$ cat src/rtl/riscv_perf_monitor.sv
// Cycle / retired-instruction / event counters with a run-control FSM, watchdog and registered readout.
// Define PERF_MON_SATURATE_EN to make counters saturate at all-ones instead of wrapping.
module riscv_perf_monitor #(
    parameter int CNT_W   = 16,
    parameter int NUM_EVT = 2,
    parameter int TIMEOUT = 5000
) (
    input  logic               CLOCK_50,
    input  logic               reset,
    input  logic               start,
    input  logic               instr_retire,
    input  logic [NUM_EVT-1:0] evt,
    input  logic               done,
    input  logic [3:0]         rd_sel,
    output logic [CNT_W-1:0]   rd_data,
    output logic [CNT_W-1:0]   clock_count,
    output logic [CNT_W-1:0]   instr_cnt,
    output logic               running,
    output logic               finished,
    output logic               timeout,
    output logic [NUM_EVT+1:0] overflow,
    output logic [1:0]         state_dbg
);

    localparam int NUM_CNT = NUM_EVT + 2;
    // A TIMEOUT the cycle counter can never reach leaves the watchdog inert.
    localparam bit TO_EN = (TIMEOUT > 0) && ((CNT_W >= 31) || (TIMEOUT < (1 << CNT_W)));
    localparam logic [CNT_W-1:0] TO_LAST = CNT_W'(TIMEOUT - 1);

    typedef enum logic [1:0] {
        IDLE     = 2'd0,
        RUN      = 2'd1,
        DONE     = 2'd2,
        TIMEDOUT = 2'd3
    } state_t;

    state_t state_q, state_d;
    logic   clr;
    logic   count_en;

    logic [CNT_W-1:0]   cnt_q [NUM_CNT];
    logic [NUM_CNT-1:0] ovf_q;
    logic [NUM_CNT-1:0] inc;
    logic [CNT_W-1:0]   rd_next;
    logic               timeout_hit;

    assign inc         = {evt, instr_retire, 1'b1};
    assign timeout_hit = TO_EN && (cnt_q[0] == TO_LAST);

    always_ff @(posedge CLOCK_50) begin
        if (reset) begin
            state_q <= IDLE;
        end else begin
            state_q <= state_d;
        end
    end

    always_comb begin
        state_d  = state_q;
        clr      = 1'b0;
        count_en = 1'b0;
        case (state_q)
            IDLE, DONE, TIMEDOUT: begin
                if (start) begin
                    state_d = RUN;
                    clr     = 1'b1;
                end
            end
            RUN: begin
                count_en = 1'b1;
                // done takes priority over a simultaneous watchdog expiry
                if (done) begin
                    state_d = DONE;
                end else if (timeout_hit) begin
                    state_d = TIMEDOUT;
                end
            end
            default: state_d = IDLE;
        endcase
    end

    always_ff @(posedge CLOCK_50) begin
        if (reset || clr) begin
            for (int i = 0; i < NUM_CNT; i++) begin
                cnt_q[i] <= '0;
            end
            ovf_q <= '0;
        end else if (count_en) begin
            for (int i = 0; i < NUM_CNT; i++) begin
                if (inc[i]) begin
                    if (&cnt_q[i]) begin
                        ovf_q[i] <= 1'b1;
`ifdef PERF_MON_SATURATE_EN
                        cnt_q[i] <= cnt_q[i];
`else
                        cnt_q[i] <= '0;
`endif
                    end else begin
                        cnt_q[i] <= cnt_q[i] + CNT_W'(1);
                    end
                end
            end
        end
    end

    always_comb begin
        rd_next = '0;
        for (int i = 0; i < NUM_CNT; i++) begin
            if (rd_sel == 4'(i)) begin
                rd_next = cnt_q[i];
            end
        end
    end

    always_ff @(posedge CLOCK_50) begin
        if (reset) begin
            rd_data <= '0;
        end else begin
            rd_data <= rd_next;
        end
    end

    assign clock_count = cnt_q[0];
    assign instr_cnt   = cnt_q[1];
    assign overflow    = ovf_q;
    assign running     = (state_q == RUN);
    assign finished    = (state_q == DONE);
    assign timeout     = (state_q == TIMEDOUT);
    assign state_dbg   = state_q;

endmodule

$ cat config.mk
export PLATFORM = sky130hd
export DESIGN_NAME = riscv_perf_monitor
export DESIGN_NICKNAME = d
export VERILOG_FILES = /design/src/rtl/riscv_perf_monitor.sv
export SDC_FILE = /design/constraint.sdc
export NUM_CORES = 1
export LEC_CHECK = 0
export CORE_ASPECT_RATIO = 0.8
export CORE_MARGIN = 2
export CORE_UTILIZATION = 30
export DETAILED_ROUTE_END_ITERATION = 6
export MAX_ROUTING_LAYER = met4
export SETUP_SLACK_MARGIN = 0.15
export SLEW_MARGIN = 25
export SYNTH_ARGS = -nofsm -noshare
export SYNTH_HDL_FRONTEND = slang
export SYNTH_SLANG_ARGS = --single-unit
export TNS_END_PERCENT = 10
$ cat constraint.sdc
create_clock -name CLOCK_50 -period 4.4 [get_ports CLOCK_50]
set_clock_uncertainty 0.15 [all_clocks]
set_input_delay 0.66 -clock CLOCK_50 [delete_from_list [all_inputs] [get_ports CLOCK_50]]
set_output_delay 0.66 -clock CLOCK_50 [all_outputs]
set_load 0.01 [all_outputs]
Yosys cells after proc, flatten, opt, wreduce, memory -nomap -nowiden
Memories as Yosys holds them, arrays and structs flattened.
Index checks and enable logic that the tools add are counted.
W data, S select, Z words.

cells by class
  mux-type cells = 59
  reductions and logical operators = 13
  bitwise logic cells = 8
  add/sub/neg operators = 4
  equality and inequality tests = 9

operators with widths
  operator                 number
  $mux W16                 12
  $add A16 B1 Y16 const B  4
  $reduce_and A16 Y1       4
  $reduce_and A18 Y1       3
  $mux W1                  43
  $reduce_and A17 Y1       1
  $eq A16 B13 Y1 const B   1
  $eq A4 B2 Y1 const B     2
  $or A1 B1 Y1             8
  $mux W2                  3
  $eq A2 B2 Y1 const B     2
  $eq A4 B1 Y1 const B     1
  $logic_not A4 Y1         1
  $pmux W2 S2              1
  $ne A3 B2 Y1 const B     1
  $reduce_or A3 Y1         1
  $eq A2 B1 Y1 const B     1
  $logic_not A2 Y1         1
  $ne A2 B2 Y1 const B     1
  $reduce_and A2 Y1        1
  $logic_or A1 B1 Y1       1

word-level totals
  register bits = 22
  RAM bits = 64
  memories = 1
  output and inout port bits = 57

memories
  memory  depth  width  read ports  clocked after Yosys merged registers in  wr ports  line  RTL
  cnt_q   4      16     4           0                                        4         41    logic [CNT_W-1:0] cnt_q [NUM_CNT];

Logic depth before layout (Yosys ltp)
Gate-level depths: netlist (run 1).
An unclocked memory read counts as a cell.

  depth in word-level cells = 9
  depth in mapped cells = 7
  gate-level depth less buffers = 5

Least setup slack after synthesis (run 1)
No wires, ideal clock.

  path kind = reg-to-reg
  start = memory cnt_q[0][0]
  end = memory cnt_q[0][0] (data pin)
  library setup time = 0.263 ns
  buffers on the path = 2
  arrival time = 1.820 ns
  path slack = 2.167 ns
  cell stages (with the launch flop) = 8
  data required time = 3.987 ns
  cells stage by stage = edfxtp_1 ha_1 clkbuf_2 inv_1 or4_4 o21ai_2 buf_4 nor2_1

RTL lines
  element             line
  start: declaration  41

==> results of run 1 <==
==> registers in the layout, indices dropped and copies added (netlist names) <==
register,count
cnt_q,64
state_dbg,2
overflow,4
rd_data,16
==> stage by stage <==
stage | setup slack (ns) | utilization (%) | std cells | total power [mW] | area [um^2]
floorplan | 2.167 | - | 440 | 1.100 | 4463
global placement | 1.189 | 36.85 | 673 | 1.216 | 5305
detailed placement | 1.040 | 36.85 | 673 | 1.221 | 5305
CTS | 1.391 | 38.78 | 689 | 1.926 | 5583
global route | 1.150 | 38.90 | 689 | 1.991 | 5600
finish | 1.378 | 38.90 | 689 | 1.921 | 5600
==> how the worst max path moves through the flow <==
stage                     start           to  slack [ns]  cells after the start
finish                    reset  cnt_q[1][5]        1.38                      3
global route              reset  cnt_q[1][9]        1.15                      3
CTS                       reset  cnt_q[1][5]        1.39                      3
detailed placement        reset  cnt_q[3][4]        1.04                      3
global placement          reset  cnt_q[1][7]        1.19                      3
floorplan           cnt_q[0][0]  cnt_q[0][0]        2.17                      7
==> layout make-up <==
cell class	count	area share, %
flip-flops and latches	86	42.18
multi-input cells	319	35.57
repair buffers	68	12.11
clock buffers	12	4.580
well taps	184	4.111
inverters	16	1.072
clock inverters	4	0.3798
==> power by group <==
part | internal (mW) | switching, mW | total (mW)
Clock | 0.410 | 0.302 | 0.712
Combinational | 0.0956 | 0.100 | 0.196
Sequential | 0.927 | 0.0861 | 1.01
==> layout by cell type (no fill, tap or decap), types with 14 or more instances in the layout <==
master	netlist	routed
nor2_1	68	68
clkdlybuf4s50_1	0	67
edfxtp_1	64	64
xnor2_1	31	31
nand3_1	27	27
a22oi_1	26	26
nand2_1	24	24
a21oi_1	22	22
dfxtp_1	22	22
xor2_1	20	20
inv_1	15	15
nand4_1	14	14
==> per-layer routing <==
| metal | GRT usage [%] | wire, um |
|---|---|---|
| met5 | - | 0 |
| met2 | 22.52 | 5340 |
| met4 | 4.377 | 184 |
| met1 | 23.94 | 5868 |
| met3 | 3.470 | 938 |
==> logic make-up (layout without fill, tap and decap cells) <==
group / Yosys count / after routing / share of synthesized area [%]
buffers and inverters: 35 / 100 / 3.252
DFF: 86 / 86 / 52.93
muxes: 3 / 3 / 0.7569
xor gates and xnor gates: 51 / 51 / 10.01
and+or+nand+nor: 194 / 194 / 21.89
adders and majority gates: 4 / 4 / 1.121
AOI/OAI and AO/OA: 67 / 67 / 10.04
==> worst min-delay path, stage by stage, from the launching register on <==
cell	delay [ns]
dfxtp_1	0.33
nand2_1	0.05
o21ai_0	0.07
==> results.tsv, run 1 <==
stage	metric	value	unit
route	DRT Pass-1 Iters	5	
route	count of antenna-violating nets left after detailed routing	0	
route	First DRT Iteration DRCs	363	
synth	syn avg cell area	10.14	um^2
place	detailed-placement wirelength estimate	9.019	mm
sta	endpoints failing setup	0	
floorplanning	DIE HEIGHT	113.1	um
synth	area share of the largest cell type after synthesis	43.06	%
floorplanning	# rows	39	
critical_path	ordered list of cells on the worst path	clkdlybuf4s50_1 > a21oi_1 > nand2_1	
sta	final max-slew violation count	0	
synth	net count of the mapped netlist	455	
critical_path	Slowest-stage cell, CP	clkdlybuf4s50_1	
sta	Final Critical Period	3.022	ns
route	per-cell routed wire length	17.90	um
global_route	Total GRT Usage	16.26	%
clock_network	CTS Hold Bufs	0	
clock_network	source-to-sink clock delay at the later pin of the worst-skew pair	0.34	ns
sta	post-route setup TNS	0	ns
worst_hold_path	endpoint of the worst hold path	overflow[3]	
synth	most common cell in the synthesized netlist	nor2_1	
critical_path	logic depth of the worst register-to-register path	5	
clock_network	count of instances resized after the clock tree is built	0	
synth	largest area contributor in the synthesized netlist	edfxtp_1	
critical_path	CP Data Arrival Time	2.79	ns
sta	setup repair after global routing missed its margin	no	
final_layout	fraction of layout instances using a drive strength above 1	5.347	%
global_route	largest net degree at the start of global routing	21	
floorplanning	floorplan die area	0.01587	mm^2
synth	number of warning messages in the yosys log	0	
clock_network	H-tree depth	3	
floorplanning	die extent in x	140.4	um
power	power per standard cell area	343.0	mW/mm^2
clock_network	root buffer cell	clkbuf_16	
synth	Seq/Total Area, Yosys	52.93	%
critical_path	Startpoint Class	input pin	
sta	Worst Max-Slew Pin Slew	0.9304	ns
synth	number of enable-type register cells in the synthesized netlist	64	
critical_path	slowest stage delay, CP	0.75	ns
clock_network	Longest Clk Path Bufs	2	
final_layout	area growth from synthesis to final layout	25.48	%
synth	library cells used by synthesis	44	
critical_path	capture point of the worst reg-to-reg path	cnt_q[0][11]	
critical_path	worst reg-to-reg setup slack	1.77	ns
place	IO buf count	67	
route	Total Wirelength	12.33	mm
critical_path	startpoint of the worst-slack reg-to-reg timing path	cnt_q[0][0]	
route	via total after detailed routing	3759	
sta	Max-Slew Margin vs Limit	37.85	%
floorplanning	Initial Util	31.00	%
synth	share of flip-flops with an asynchronous set or reset after synthesis	0	%
synth	Synth Register Bits	86	
final_layout	multi-input gate area in the final layout	0.001992	mm^2
power	peak supply drop	0.0002010	V
critical_path	maximum fanout along the worst path	20	
critical_path	Top Family by Delay on Critical Path	buffers and inverters	
sta	tightest hold margin	0.3446	ns
worst_hold_path	Tightest Hold Check Type	reg -> reg	
global_route	overflow left after global routing	0	
route	Via density	5.456	
sta	Max Clk Rate	330.9	MHz
sta	final clock period utilization by the worst path	68.67	%
clock_network	buffers inserted during post-CTS setup optimization	0	
final_layout	filler cell count in the final layout	1373	
place	global placement routability congestion	0.9289	
route	remaining design rule violation count	0	
sta	final hold viol count	0	
clock_network	Reg clk slew, reported paths	0.06	ns
clock_network	sink count of the clock tree	86	
floorplanning	Core Area	0.01440	mm^2
global_route	vias in the first global route	3402	
worst_hold_path	Cells on Worst Hold Path	2	
critical_path	required time reported for the critical path endpoint	4.16	ns
final_layout	footprint of the flip-flops and latches	0.002362	mm^2
global_route	number of antenna violations at the first check in global routing	0	
synth	Most used DFF post-synth	edfxtp_1	
final_layout	# nets final	515	
power	standby leakage power	1.744	nW
global_route	global-route wire length before repair	19.39	mm
synth	commonest cells in the netlist	nor2_1 (68), edfxtp_1 (64), xnor2_1 (31)	
synth	cell types with the largest area share after synthesis	edfxtp_1 (43%), dfxtp_1 (9.9%), xnor2_1 (6.1%)	
final_layout	number of antenna repair diodes	0	
critical_path	count of buffer and inverter cells on the critical path	1	
synth	instance count of the mapped netlist	440	
synth	cell area after technology mapping	0.004463	mm^2
flow_run	Max-Cap Viols	0	
worst_hold_path	Hold Startpoint	overflow[3]	
critical_path	CP Capture Type	flop	
status	result of the run	finished, final reports clean	
critical_path	Crit Path Class	in -> reg	
clock_network	Num CTS Buffers	9	
clock_network	clock tree from TritonCTS	done	
floorplanning	Top Ports	68	
(Power assumes the default switching activity.)
==> run 2, diff against run 1 <==
==> constraint.sdc (replaced) <==
create_clock -name CLOCK_50 -period 2.9 [get_ports CLOCK_50]
set_clock_uncertainty 0.15 [all_clocks]
set_input_delay 0.435 -clock CLOCK_50 [delete_from_list [all_inputs] [get_ports CLOCK_50]]
set_output_delay 0.435 -clock CLOCK_50 [all_outputs]
set_load 0.01 [all_outputs]
==> run 2 against run 1 <==
Compared with the run above:
- design area is 1.9% higher
- sequential cell count stayed put
- critical path depth is 2 higher
- hold slack better by 0.0034 ns
- wire length is 1.7% higher
- global-route usage is 0.21 points higher
- clock power is 64% higher
- core utilization is 0.75 points higher
- die area stayed put
- sequential share of layout area is 0.80 points lower
- clock-buffer cell count is 3 lower
- largest power group unchanged
==> results.tsv, run 2 (synthesis gave the netlist of run 1 again) <==
stage	metric	value	unit	change
route	remaining design rule violation count	0		unchanged
power	Internal Pwr Total	2.232	mW	+56%
critical_path	maximum fanout along the worst path	14		-30%
status	result of the run	finished, final reports clean		
final_layout	area of all placed cells without fillers	0.005708	mm^2	+1.9%
global_route	vias in the first global route	3461		+1.7%
clock_network	root buffer cell	clkbuf_16		
critical_path	required time reported for the critical path endpoint	2.82	ns	-1.34 ns
power	Net Sw Power	0.7827	mW	+60%
clock_network	buffers inserted during post-CTS setup optimization	0		unchanged
clock_network	count of instances resized after the clock tree is built	0		unchanged
sta	setup repair after global routing missed its margin	no		
global_route	GR Layer Usage met1	23.64	%	-0.31 points
global_route	largest net degree at the start of global routing	19		-9.5%
critical_path	CP Data Arrival Time	2.51	ns	-0.28 ns
floorplanning	Core Area	0.01440	mm^2	unchanged
floorplanning	die extent in x	140.4	um	unchanged
critical_path	Crit Path Class	reg -> reg		
final_layout	utilization after layout	39.65	%	+0.75 points
floorplanning	# rows	39		unchanged
place	placed instance area	0.005410	mm^2	+2.0%
route	via total after detailed routing	3726		-0.88%
place	detailed-placement wirelength estimate	9.252	mm	+2.6%
global_route	Total GRT Usage	16.46	%	+0.21 points
sta	final clock period utilization by the worst path	89.29	%	
global_route	overflow left after global routing	0		unchanged
final_layout	fraction of layout instances using a drive strength above 1	8.285	%	+2.9 points
sta	Final Critical Period	2.589	ns	
clock_network	Reg clk slew, reported paths	0.07	ns	about the same
final_layout	area growth from synthesis to final layout	27.89	%	
final_layout	commonest non-fill, non-tap cell in the layout	nor2_1		
clock_network	H-tree depth	3		unchanged
final_layout	fin cells	703		+2.0%
final_layout	Biggest register	cnt_q		
sta	final max-slew violation count	0		unchanged
global_route	gr busiest metal	met1		
clock_network	Num CTS Buffers	9		unchanged
clock_network	source-to-sink clock delay at the later pin of the worst-skew pair	0.35	ns	about the same
power	fraction of power spent switching nets	25.97	%	+0.54 points
clock_network	Longest Clk Path Bufs	2		unchanged
place	IO buf count	67		unchanged
final_layout	highest-count cells in the layout ignoring fill and taps	nor2_1 (68), clkdlybuf4s50_1 (67), edfxtp_1 (64), xnor2_1 (31), nand3_1 (27)		
floorplanning	Initial Util	31.00	%	unchanged
critical_path	CP Capture Type	flop		
flow_run	Max-Cap Viols	0		unchanged
final_layout	filler cell count in the final layout	1389		+1.2%
sta	Max-Slew Margin vs Limit	50.69	%	+13 points
worst_hold_path	Tightest Hold Check Type	reg -> reg		
sta	Worst Max-Slew Pin Slew	0.7397	ns	-0.1907 ns
global_route	global-route wire length before repair	19.56	mm	+0.89%
route	count of antenna-violating nets left after detailed routing	0		unchanged
global_route	grt met2 use	23.43	%	+0.92 points
critical_path	Startpoint Class	flop		
power	relative contribution of the clock network to total power	38.7	%	+1.6 points
clock_network	CTS Hold Bufs	0		unchanged
floorplanning	DIE HEIGHT	113.1	um	unchanged
route	per-cell routed wire length	17.85	um	-0.29%
sta	endpoints failing setup	0		unchanged
power	Flop pwr share	50.7	%	-2.1 points
route	Total Wirelength	12.55	mm	+1.7%
floorplanning	Top Ports	68		unchanged
power	peak supply drop	0.0003090	V	+54%
sta	tightest hold margin	0.3480	ns	+0.003402 ns
route	DRT Pass-1 Iters	6		+1
sta	Max Clk Rate	386.2	MHz	
power	power per standard cell area	528.1	mW/mm^2	+54%
global_route	number of antenna violations at the first check in global routing	0		unchanged
final_layout	number of antenna repair diodes	0		unchanged
route	First DRT Iteration DRCs	453		+25%
place	Placed Instances	687		+2.1%
floorplanning	floorplan die area	0.01587	mm^2	unchanged
sta	final hold viol count	0		unchanged
final_layout	# nets final	529		+2.7%
power	portion of total power attributed to combinational logic	10.6	%	+0.4 points
clock_network	sink count of the clock tree	86		unchanged
clock_network	clock tree from TritonCTS	done		
global_route	met3 Resource Use GR	3.428	%	-0.042 points
place	global placement routability congestion	0.8488		-8.6%
final_layout	number of flip-flops in the largest register	64		unchanged
power	standby leakage power	1.811	nW	+3.8%
sta	post-route setup TNS	0	ns	unchanged
route	Via density	5.300		-2.9%
==> run 2: power by group through the flow <==
stage | clock (mW) | sequential [mW] | combinational, mW
final | 1.17 | 1.53 | 0.319
after detailed placement | 0 | 1.55 | 0.320
after global routing | 1.23 | 1.54 | 0.344
after global placement | 0 | 1.55 | 0.314
after floorplan | 0 | 1.53 | 0.144
after CTS | 1.18 | 1.53 | 0.321
==> run 2: path summary, 6_finish.rpt <==
check                 to        start  cells past startpoint  slack (ns)
min reg2reg  overflow[1]  overflow[1]                      1        0.35
max reg2reg  cnt_q[0][5]  cnt_q[0][0]                      5        0.31
max          cnt_q[0][5]  cnt_q[0][0]                      5        0.31
min          overflow[1]  overflow[1]                      1        0.35
==> run 2: critical path, cell delays in order (launching register included) <==
cell and delay, ns:
edfxtp_1 0.51, ha_1 0.37, inv_1 0.07, or4_4 0.58, o21ai_2 0.52, nor2_1 0.11
==> run 2: metal layers <==
metal  vias up  wire length, um
met5         -                0
met4         0              187
met3        16              865
met2       153             5545
met1      1792             5947
li1       1765                -
==> run 2: final cells by class <==
cell class	count	area [um^2]	share of cell area [%]
inverters	16	60.06	1.052
multi-input cells	319	1974	34.59
repair buffers	82	783.3	13.72
well taps	184	230.2	4.033
clock buffers	9	225.2	3.946
clock inverters	7	72.57	1.271
flip-flops and latches	86	2362	41.39
==> run 2: per-stage QoR <==
stage          worst slack [ns]  power (mW)
3_3_place_gp             0.3346       1.863
4_1_cts                  0.2750       3.029
5_1_grt                  0.1792       3.115
3_5_place_dp             0.2893       1.871
2_1_floorplan            0.6673       1.669
6_report                 0.3105       3.014
==> run 3, diff against run 2 <==
--- a/config.mk
+++ b/config.mk
@@ -5,8 +5,8 @@
 export SDC_FILE = /design/constraint.sdc
 export NUM_CORES = 1
 export LEC_CHECK = 0
+export ABC_AREA = 1
 export CORE_ASPECT_RATIO = 0.8
-export CORE_MARGIN = 2
 export CORE_UTILIZATION = 30
 export DETAILED_ROUTE_END_ITERATION = 6
 export MAX_ROUTING_LAYER = met4
==> run 3 against run 2 <==
Compared with the run above:
- worst setup slack better by 0.18 ns
- design area up 9.4%
- via count is 20% higher
- power is 5.7% higher
- cell count up 32%
- combinational power is 18% higher
- core utilization down 0.75 points
- sequential cell count stayed put
- clock power rose by 9%
- critical path type unchanged
- highest routed layer unchanged
==> results.tsv, run 3 <==
stage	metric	value	unit	change
sta	Worst Max-Slew Pin Slew	0.6360	ns	-0.1036 ns
sta	final hold viol count	0		unchanged
route	Via density	4.788		-9.7%
global_route	Total GRT Usage	17.52	%	+1.1 points
final_layout	commonest non-fill, non-tap cell in the layout	nor2_1		
power	portion of total power attributed to combinational logic	11.8	%	+1.2 points
synth	number of warning messages in the yosys log	0		unchanged
sta	Max Clk Rate	414.9	MHz	+7.4%
power	power per standard cell area	510.1	mW/mm^2	-3.4%
critical_path	maximum fanout along the worst path	9		-5
clock_network	count of instances resized after the clock tree is built	0		unchanged
clock_network	sink count of the clock tree	86		unchanged
synth	largest area contributor in the synthesized netlist	edfxtp_1		
sta	post-route setup TNS	0	ns	unchanged
global_route	global-route wire length before repair	22.51	mm	+15%
route	count of antenna-violating nets left after detailed routing	0		unchanged
synth	area share of the largest cell type after synthesis	38.39	%	-4.7 points
place	setup slack after placement	0.3278	ns	+0.03850 ns
sta	worst setup margin	0.4895	ns	+0.1789 ns
critical_path	Crit Path Class	reg -> reg		
place	detailed-placement wirelength estimate	10.62	mm	+15%
sta	endpoints failing setup	0		unchanged
global_route	number of antenna violations at the first check in global routing	0		unchanged
synth	Seq/Total Area, Yosys	47.19	%	-5.7 points
final_layout	# nets final	725		+37%
clock_network	source-to-sink clock delay at the later pin of the worst-skew pair	0.35	ns	about the same
critical_path	logic depth of the worst register-to-register path	4		-1
power	peak supply drop	0.0002560	V	-17%
synth	cell area after technology mapping	0.005006	mm^2	+12%
sta	Max-Slew Margin vs Limit	57.60	%	+6.9 points
clock_network	H-tree depth	3		unchanged
synth	number of enable-type register cells in the synthesized netlist	64		unchanged
status	result of the run	finished, final reports clean		
floorplanning	DIE HEIGHT	117.5	um	+3.9%
synth	most common cell in the synthesized netlist	nor2_1		
synth	library cells used by synthesis	30		-32%
power	fraction of power spent switching nets	26.23	%	+0.26 points
global_route	largest net degree at the start of global routing	19		unchanged
synth	instance count of the mapped netlist	636		+45%
sta	final max-slew violation count	0		unchanged
clock_network	root buffer cell	clkbuf_16		
worst_hold_path	Tightest Hold Check Type	reg -> reg		
place	IO buf count	67		unchanged
power	Internal Pwr Total	2.351	mW	+5.3%
route	Total Wirelength	14.05	mm	+12%
global_route	vias in the first global route	4046		+17%
route	per-cell routed wire length	15.11	um	-15%
sta	Final Critical Period	2.411	ns	-0.1789 ns
power	Net Sw Power	0.8356	mW	+6.8%
sta	setup repair after global routing missed its margin	no		
clock_network	Num CTS Buffers	9		unchanged
synth	cell types with the largest area share after synthesis	edfxtp_1 (38%), nor2_1 (10%), nand2_1 (8.9%)		
place	global placement routability congestion	0.8622		+1.6%
floorplanning	# rows	41		+5.1%
critical_path	Startpoint Class	flop		
power	relative contribution of the clock network to total power	40.0	%	+1.3 points
synth	net count of the mapped netlist	651		+43%
floorplanning	Initial Util	31.18	%	+0.17 points
final_layout	highest-count cells in the layout ignoring fill and taps	nor2_1 (138), nand2_1 (119), inv_1 (81), clkdlybuf4s50_1 (67), edfxtp_1 (64)		
floorplanning	Core Area	0.01606	mm^2	+12%
clock_network	Reg clk slew, reported paths	0.06	ns	about the same
flow_run	Max-Cap Viols	0		unchanged
final_layout	Biggest register	cnt_q		
critical_path	CP Launch Point	state_dbg[0]		
clock_network	buffers inserted during post-CTS setup optimization	0		unchanged
critical_path	capturing element of the worst setup path	cnt_q[1][10]		
floorplanning	die extent in x	146.4	um	+4.3%
critical_path	capture point of the worst reg-to-reg path	cnt_q[1][10]		
route	DRT Pass-1 Iters	5		-1
route	via total after detailed routing	4453		+20%
synth	Most used DFF post-synth	edfxtp_1		
final_layout	fraction of layout instances using a drive strength above 1	6.713	%	-1.6 points
global_route	overflow left after global routing	0		unchanged
final_layout	multi-input gate area in the final layout	0.002251	mm^2	+14%
final_layout	footprint of the flip-flops and latches	0.002362	mm^2	unchanged
clock_network	Longest Clk Path Bufs	2		unchanged
critical_path	CP Capture Type	flop		
synth	commonest cells in the netlist	nor2_1 (138), nand2_1 (119), inv_1 (81)		
clock_network	clock tree from TritonCTS	done		
critical_path	worst reg-to-reg setup slack	0.49	ns	+0.18 ns
critical_path	CP Data Arrival Time	2.36	ns	-0.15 ns
sta	final clock period utilization by the worst path	83.12	%	-6.2 points
power	standby leakage power	2.228	nW	+23%
final_layout	area growth from synthesis to final layout	24.77	%	
synth	share of flip-flops with an asynchronous set or reset after synthesis	0	%	unchanged
power	Flop pwr share	48.2	%	-2.5 points
synth	Synth Register Bits	86		unchanged
floorplanning	floorplan die area	0.01721	mm^2	+8.4%
clock_network	CTS Hold Bufs	0		unchanged
synth	syn avg cell area	7.871	um^2	-22%
final_layout	number of antenna repair diodes	0		unchanged
floorplanning	Top Ports	68		unchanged
final_layout	filler cell count in the final layout	1654		+19%
critical_path	startpoint of the worst-slack reg-to-reg timing path	state_dbg[0]		
critical_path	required time reported for the critical path endpoint	2.85	ns	+0.03 ns
route	First DRT Iteration DRCs	454		+0.22%
route	remaining design rule violation count	0		unchanged
final_layout	number of flip-flops in the largest register	64		unchanged
run 3: cells by family after synthesis:
kind of cell,synth area share (%)
AOI/OAI and AO/OA,6.474
xor gates and xnor gates,5.424
adders and majority gates,0.9998
buffers and inverters,7.848
DFF,47.19
and+or+nand+nor,32.07
run 3: through the flow:
stage                     instances  util, %  cell area [um^2]  hold slack (ns)  power, mW
after floorplan                 636        -              5006           0.3240      1.721
after global placement          914    36.87              5921           0.2957      1.935
after detailed placement        914    36.87              5921           0.2983      1.935
after CTS                       930    38.90              6246           0.3112      3.211
after global routing            930    38.90              6246           0.3383      3.306
final                           930    38.90              6246           0.3148      3.186
run 3: worst max-delay path: stages (launching register included):
cell	delay, ns
dfxtp_1	0.42
nand2_1	0.25
a21oi_1	0.58
nand2_1	0.44
buf_4	0.31
run 3: final cells by class:
cell class              instances  area share (%)
flip-flops and latches         86           37.82
clock inverters                 5           1.322
well taps                     215           4.307
inverters                      84           5.048
multi-input cells             455           36.04
clock buffers                  11           3.886
repair buffers                 74           11.58
run 3: worst min-delay path by stage:
stage                             end   startpoint  slack (ns)  cells past startpoint
after floorplan           overflow[0]  overflow[0]        0.32                      2
after global placement    overflow[3]  overflow[3]        0.30                      2
after detailed placement  overflow[2]  overflow[2]        0.30                      2
after CTS                 overflow[2]  overflow[2]        0.31                      2
after global routing      overflow[0]  overflow[0]        0.34                      2
final                     overflow[2]  overflow[2]        0.31                      2
run 3: power groups by stage:
stage | combinational [mW] | sequential [mW] | clock [mW]
5_1_grt | 0.412 | 1.55 | 1.34
3_5_place_dp | 0.374 | 1.56 | 0
3_3_place_gp | 0.373 | 1.56 | 0
6_report | 0.376 | 1.54 | 1.27
4_1_cts | 0.377 | 1.54 | 1.30
2_1_floorplan | 0.188 | 1.53 | 0
run 3: routing by layer:
metal / vias to the layer above / wire, um / global-route usage (%)
met5: - / 0 / -
met1: 2050 / 7178 / 26.13
li1: 2230 / - / -
met2: 161 / 5686 / 23.33
met3: 12 / 1060 / 4.535
met4: 0 / 127 / 3.646
